--- src/rtl/logic_unit_pkg.sv ---
// logic_unit_pkg: op codes and result-flag helper shared by the logic unit blocks
package logic_unit_pkg;
    localparam int MAX_W = 64;
    typedef enum logic [2:0] {
        OP_AND  = 3'd0,
        OP_OR   = 3'd1,
        OP_NAND = 3'd2,
        OP_NOR  = 3'd3,
        OP_XOR  = 3'd4,
        OP_XNOR = 3'd5,
        OP_NOT  = 3'd6,
        OP_BUF  = 3'd7
    } op_e;
    typedef struct packed {
        logic zero;
        logic parity;
    } flags_t;
    // zero-extension keeps both flags exact for any width up to MAX_W
    function automatic flags_t flags_of(input logic [MAX_W-1:0] v);
        flags_t f;
        f.zero   = (v == '0);
        f.parity = ^v;
        return f;
    endfunction
endpackage

--- src/rtl/logic_op_core.sv ---
// logic_op_core: combinational bitwise operation selected by op
module logic_op_core
    import logic_unit_pkg::*;
#(
    parameter int WIDTH = 8
) (
    input  logic [WIDTH-1:0] a,
    input  logic [WIDTH-1:0] b,
    input  op_e              op,
    output logic [WIDTH-1:0] result
);
    always_comb begin
        result = a;
        case (op)
            OP_AND:  result = a & b;
            OP_OR:   result = a | b;
            OP_NAND: result = ~(a & b);
            OP_NOR:  result = ~(a | b);
            OP_XOR:  result = a ^ b;
            OP_XNOR: result = ~(a ^ b);
            OP_NOT:  result = ~a;
            default: result = a;
        endcase
    end
endmodule

--- src/rtl/logic_unit_pipe.sv ---
// logic_unit_pipe: registered logic op with valid/ready output, accumulator chain, flags and counter
module logic_unit_pipe
    import logic_unit_pkg::*;
#(
    parameter int WIDTH   = 8,
    parameter int COUNT_W = 8
) (
    input  logic               clk,
    input  logic               rst_n,
    input  logic               in_valid,
    output logic               in_ready,
    input  logic [WIDTH-1:0]   in_a,
    input  logic [WIDTH-1:0]   in_b,
    input  logic [2:0]         in_op,
    input  logic               in_chain,
    input  logic               acc_clr,
    output logic               out_valid,
    input  logic               out_ready,
    output logic [WIDTH-1:0]   out_data,
    output logic               out_zero,
    output logic               out_parity,
    output logic [WIDTH-1:0]   acc,
    output logic [COUNT_W-1:0] txn_count
);
    logic [WIDTH-1:0]   data_q, data_d, acc_q, acc_d, acc_src, b_eff, result;
    logic [COUNT_W-1:0] cnt_q, cnt_d;
    logic               valid_q, valid_d, zero_q, zero_d, par_q, par_d, accept;
    flags_t             flags;

    logic_op_core #(.WIDTH(WIDTH)) u_core (
        .a      (in_a),
        .b      (b_eff),
        .op     (op_e'(in_op)),
        .result (result)
    );

    assign in_ready = !valid_q || out_ready;
    assign accept   = in_valid && in_ready;
    assign acc_src  = acc_clr ? '0 : acc_q;
    assign b_eff    = in_chain ? acc_src : in_b;
    assign flags    = flags_of(MAX_W'(result));

    // accept refills the output register even when it drains in the same cycle
    always_comb begin
        data_d  = accept ? result : data_q;
        zero_d  = accept ? flags.zero : zero_q;
        par_d   = accept ? flags.parity : par_q;
        valid_d = accept ? 1'b1 : (valid_q && !out_ready ? 1'b1 : 1'b0);
        acc_d   = accept ? result : (acc_clr ? '0 : acc_q);
        cnt_d   = accept ? cnt_q + 1'b1 : cnt_q;
    end

    always_ff @(posedge clk) begin
        if (!rst_n) begin
            data_q  <= '0;
            zero_q  <= 1'b1;
            par_q   <= 1'b0;
            valid_q <= 1'b0;
            acc_q   <= '0;
            cnt_q   <= '0;
        end else begin
            data_q  <= data_d;
            zero_q  <= zero_d;
            par_q   <= par_d;
            valid_q <= valid_d;
            acc_q   <= acc_d;
            cnt_q   <= cnt_d;
        end
    end

    assign out_valid  = valid_q;
    assign out_data   = data_q;
    assign out_zero   = zero_q;
    assign out_parity = par_q;
    assign acc        = acc_q;
    assign txn_count  = cnt_q;
endmodule
--- config.mk ---
export PLATFORM = sky130hd
export DESIGN_NAME = logic_unit_pipe
export DESIGN_NICKNAME = d
export VERILOG_FILES = /design/src/rtl/logic_unit_pkg.sv /design/src/rtl/logic_op_core.sv /design/src/rtl/logic_unit_pipe.sv
export SDC_FILE = /design/constraint.sdc
export NUM_CORES = 1
export LEC_CHECK = 0
export CAP_MARGIN = 15
export CORE_UTILIZATION = 53
export CTS_CLUSTER_DIAMETER = 120
export DETAILED_ROUTE_END_ITERATION = 8
export GPL_TIMING_DRIVEN = 0
export HOLD_SLACK_MARGIN = 0.08
export PLACE_DENSITY = 0.83
export SYNTH_ARGS = -nofsm -noshare
export SYNTH_HDL_FRONTEND = slang
export SYNTH_HIERARCHICAL = 1
export SYNTH_SLANG_ARGS = --single-unit
--- constraint.sdc ---
create_clock -name clk -period 6.2 [get_ports clk]
set_input_delay 1.24 -clock clk [delete_from_list [all_inputs] [get_ports clk]]
set_output_delay 1.24 -clock clk [all_outputs]
set_load 0.01 [all_outputs]
# [Word level (Yosys, flattened, before mapping)]
# Cells that the tools add are included.
[op_classes] n_eq_ne=6 n_bitwise=7 n_reduce_logical=8 n_mux=6 add_sub_neg=1
[op_table] op="$reduce_xor A64 Y1" n=1
[op_table] op="$pmux W8 S7" n=1
[op_table] op="$not A8 Y8" n=4
[op_table] op="$mux W8" n=3
[op_table] op="$eq A3 B3 Y1 const B" n=3
[op_table] op="$add A8 B1 Y8 const B" n=1
[op_table] op="$and A8 B8 Y8" n=1
[op_table] op="$logic_not A8 Y1" n=1
[op_table] op="$or A8 B8 Y8" n=1
[op_table] op="$xor A8 B8 Y8" n=1
[op_table] op="$eq A3 B2 Y1 const B" n=2
[op_table] op="$eq A3 B1 Y1 const B" n=1
[op_table] op="$logic_not A3 Y1" n=1
[op_table] op="$logic_and A1 B1 Y1" n=2
[op_table] op="$logic_not A1 Y1" n=2
[op_table] op="$mux W1" n=2
[op_table] op="$logic_or A1 B1 Y1" n=1
[totals] register_bits=27 output_inout_bits=28 word_cells=34 in_bits=25

# [Logic depth before layout (Yosys ltp)]
[logic_depth] word_depth=6 ltp_mapped=13

# [Hierarchy]
# Netlist, hierarchy kept.
[modules_own_cells] mod="logic_unit_pipe" instances=1 cells_each=155 area_per_inst_um2=1318.8
[modules_own_cells] mod="logic_op_core" instances=1 cells_each=100 area_per_inst_um2=735.7

# [Least setup slack after synthesis]
# Ideal clock, no wire load.
[synth_path] path_kind="input -> register" start="input in_chain" end="register par_q (netlist: out_parity)" setup_time_ns=0.091 arrival_ns=3.566 path_stages=13 n_path_buf=1 setup_slack_ns=2.544 cell_sequence="clkbuf_1 mux2_2 inv_1 ha_1 or3b_1 o21ai_2 a21oi_2 a22oi_2 inv_1 ha_1 xor2_1 xnor2_1 a311oi_1"
[synth_between] elab_chain_len=5 word_cells_on_any_way=9
[synth_lines] item="start, declared" line="logic_unit_pipe.sv:15" source="input logic in_chain,"
[synth_lines] item="$mux W8 *" line="logic_unit_pipe.sv:40" source="assign b_eff = in_chain ? acc_src : in_b;"
[synth_lines] item="net b_eff[2]" line="logic_unit_pipe.sv:25" source="logic [WIDTH-1:0] data_q, data_d, acc_q, acc_d, acc_src, b_eff, result;"
[synth_lines] item="$xor A8 B8 Y8, or another cell as far along" line="logic_op_core.sv:19, logic_op_core.sv:20"
[synth_lines] item="$not A8 Y8, on equally long branches" line="logic_op_core.sv:20, logic_op_core.sv:17, logic_op_core.sv:18"
[synth_lines] item="$pmux W8 S7 *" line="logic_op_core.sv:14" source="case (op)"
[synth_lines] item="net result[2]" line="logic_unit_pipe.sv:25"
[synth_lines] item="$reduce_xor A64 Y1 *" line="logic_unit_pkg.sv:22" source="f.parity = ^v;"
[synth_lines] item="end signal, assigned" line="logic_unit_pipe.sv:64" source="par_q <= par_d;"
[synth_lines] item="end, declared" line="logic_unit_pipe.sv:27" source="logic valid_q, valid_d, zero_q, zero_d, par_q, par_d, accept;"
# The timed path passes the listed nets; every way through them passes the cells marked *.
# A chain may end at the register's enable or synchronous reset.

# [Worst setup path after layout]
[layout_path] start="input out_ready" end="output in_ready"
[layout_between] elab_chain_len=1
[layout_lines] item="start, declared" line="logic_unit_pipe.sv:18" source="input logic out_ready,"
[layout_lines] item="$logic_or A1 B1 Y1" line="logic_unit_pipe.sv:37" source="assign in_ready = !valid_q || out_ready;"
[layout_lines] item="end, declared" line="logic_unit_pipe.sv:11" source="output logic in_ready,"
# No other way between the ends.

==> impl_metrics.py <==
metrics = {
    "cells_and_area": {
        "fin_nets": 355,
        "diodes": 0,
        "num-fill-cells": 321,
        "layout-drive-gt1-share": 0.0942,
        "syn_to_final_growth_pct": 29.2,
    },
    "synthesis": {
        "yosys.area.top_type_share": 0.263,
        "ys_seq_area_frac": 0.263,
        "synth_nets": 301,
        "yosys.area.top_type": "dfxtp_1",
        "synth_edf_count": 0,
        "synth_area_leaders": "dfxtp_1, ha_1, a21oi_1",
        "synth-seq-cells": 27,
        "syn-cell-area_sq_um": 2050,
        "synthTopCellsByCount": "a21oi_1, dfxtp_1, inv_1, ha_1, o21ai_0",
        "yosysMostFrequentCell": "a21oi_1",
        "synth.avg_cell_area_sq_um": 8.06,
        "postSynthCellCount": 255,
        "async_flop_share": 0,
        "synthFlopType": "dfxtp_1",
        "yosysWarnings": 6,
        "ys_types": 34,
    },
    "timing": {
        "hold_viol": 0,
        "tightest_slew_ps": 463,
        "report.final.slew_viol_count": 0,
        "final.min_clock_period_ps": 4110,
        "setup_viol": 0,
        "rsz0062_at_grt": "no",
        "max_slew_margin": 0.691,
        "tns_ps": 0,
        "setup_slack_ps": 2090,
        "clock-skew-final_ps": 8.11,
        "timing.hold.ws_ps": 469,
        "fmax_mhz": 243,
        "fin_crit_sh": 0.663,
    },
    "grt": {
        "grt_pass1_wl_mm": 7.85,
        "grt_pass1_vias": 1748,
        "grt_start_max_net_pins": 17,
        "grt_remaining_overflow": 0,
        "track_usage": 0.236,
        "antenna_found_initial": 0,
    },
    "placement": {
        "post-place-ws_ps": 1950,
        "dpl.hpwl_mm": 3.70,
        "io_buffers": 49,
        "routabilityCongestion": 0.872,
    },
    "detailed_routing": {
        "drt_iter0_markers": 129,
        "num_vias": 1914,
        "drt-total-wl_mm": 4.62,
        "route.detailed.drc": 0,
        "vias_per_cell": 5.38,
        "wl_per_cell_um": 13.0,
        "dr.pass1.iters": 4,
        "ant_nets": 0,
    },
    "power": {
        "p_leak_uw": 0.00108,
        "combPwrFrac": 0.377,
        "power_frac_seq": 0.409,
        "p_int_uw": 322,
        "p_switching_uw": 149,
        "clockPowerShare": 0.214,
        "p_per_area_nw_per_um2": 177,
        "switching_share": 0.317,
        "ir_drop_uv": 109,
    },
    "die": {
        "rows": 22,
        "pin_count": 53,
        "die_height_um": 64.3,
        "dieWidth_um": 64.3,
        "initial_core_util": 0.557,
        "core_area_sq_um": 3690,
        "die-area_sq_um": 4130,
    },
    "clock_tree": {
        "cts_tree": "done",
        "cts_buffers": 3,
        "cts.sinks": 27,
        "ctsResizeCount": 0,
        "ctsLongestPathBuffers": 2,
        "htree_levels": 1,
        "cts-root-buf": "clkbuf_8",
        "clock_latency_ps": 270,
        "postCtsSetupBuffers": 0,
        "cts_hold_buffers": 0,
        "clk_pin_slew_ps": 90,
    },
    "critical_path": {
        "cpMaxStageDelayCell": "clkdlybuf4s50_1",
        "path_delay_family": "buffers and inverters",
        "worstPathCellList": "clkdlybuf4s50_1 > nor2b_1 > buf_4 > inv_1 > buf_2 > clkdlybuf4s50_1",
        "cp_common_cell": "clkdlybuf4s50_1",
        "cp-start-kind": "primary input",
        "ff2ff_path_depth": 13,
        "critPathArrivalTime_ps": 2870,
        "crit_buf_inv": 5,
        "crit_path_max_fanout": 10,
        "worstPathRequired_ps": 4960,
        "cp.depth": 6,
        "rrSetupSlack_ps": 3480,
        "end_kind": "output pin",
        "max_stage_delay_ps": 570,
        "crit_type": "in -> out",
    },
    "flow_run": {
        "max_cap_viol_count": 0,
    },
    "worst_hold_path": {
        "hold_path_class": "reg -> reg",
        "worst_hold_path.num_cells": 2,
    },
    "outcome": {
        "outcome": "finished clean",
    },
}
## sequential cells by signal (all words and copies together) (netlist names)
register    flops
out_valid       1
out_zero        1
acc             8
txn_count       8
out_parity      1
out_data        8
## layer usage
layer | vias up | share of wire | global-route usage
met2 | 59 | 0.48 | 0.404
li1 | 970 | - | -
met5 | - | 0 | 0
met4 | 0 | 0.011 | 0.0750
met1 | 878 | 0.47 | 0.311
met3 | 7 | 0.044 | 0.0179
## power groups by stage
stage          Combinational [uW]  Sequential, uW  Clock [uW]
5_1_grt                       197             194         107
6_report                      177             193         101
4_1_cts                       177             193         100
3_5_place_dp                  176             197           0
2_1_floorplan                 106             202           0
3_3_place_gp                  170             196           0
## cell type report
cell class,instances,area (sq um),share of cell area
Multi-Input combinational cell,181,1290,0.488
Clock inverter,1,7.51,0.00283
Tap cell,48,60.1,0.0226
Sequential cell,27,541,0.204
Buffer,18,111,0.0420
Inverter,29,109,0.0410
Clock buffer,3,41.3,0.0156
Timing Repair Buffer,49,490,0.185
## logic make-up (layout without fill, tap and decap cells)
group,count (synthesis),count (layout),share of synthesized area
and+or+nand+nor,58,58,0.149
DFF,27,27,0.263
muxes,19,19,0.0974
AOI/OAI and AO/OA,65,65,0.179
buffers and inverters,47,100,0.107
xor gates and xnor gates,18,18,0.0767
adders and majority gates,21,21,0.128
## worst register-to-register path: stages, from the launching register on
cell	delay [ps]
dfxtp_1	340
nor2b_1	160
mux2_2	200
inv_1	40
ha_1	310
or3b_1	370
o21ai_2	70
a21oi_2	70
a22oi_2	150
inv_1	70
ha_1	300
xor2_1	170
xnor2_1	130
a311oi_1	250
## per-stage QoR
| step | power [uW] | util | instances | area (sq um) |
|---|---|---|---|---|
| 2_1_floorplan | 308 | - | 255 | 2050 |
| 3_3_place_gp | 366 | 0.706 | 352 | 2610 |
| 3_5_place_dp | 373 | 0.706 | 352 | 2610 |
| 4_1_cts | 470 | 0.719 | 356 | 2650 |
| 5_1_grt | 498 | 0.719 | 356 | 2650 |
| 6_report | 471 | 0.719 | 356 | 2650 |
## worst paths after layout
path,from,endpoint
max reg2reg,acc[2],out_parity
min,txn_count[7],txn_count[7]
min reg2reg,txn_count[7],txn_count[7]
max,out_ready,in_ready
## cells in the final DEF, fill, tap and decap left out, types with 11 or more instances in the layout
cell / netlist / routed
inv_1: 27 / 27
nor2_1: 12 / 12
clkdlybuf4s50_1: 0 / 49
xnor2_1: 16 / 16
dfxtp_1: 27 / 27
ha_1: 21 / 21
mux2i_1: 11 / 11
a21oi_1: 33 / 33
o21ai_0: 19 / 19
Note: power is estimated with default switching activity, not from simulation.
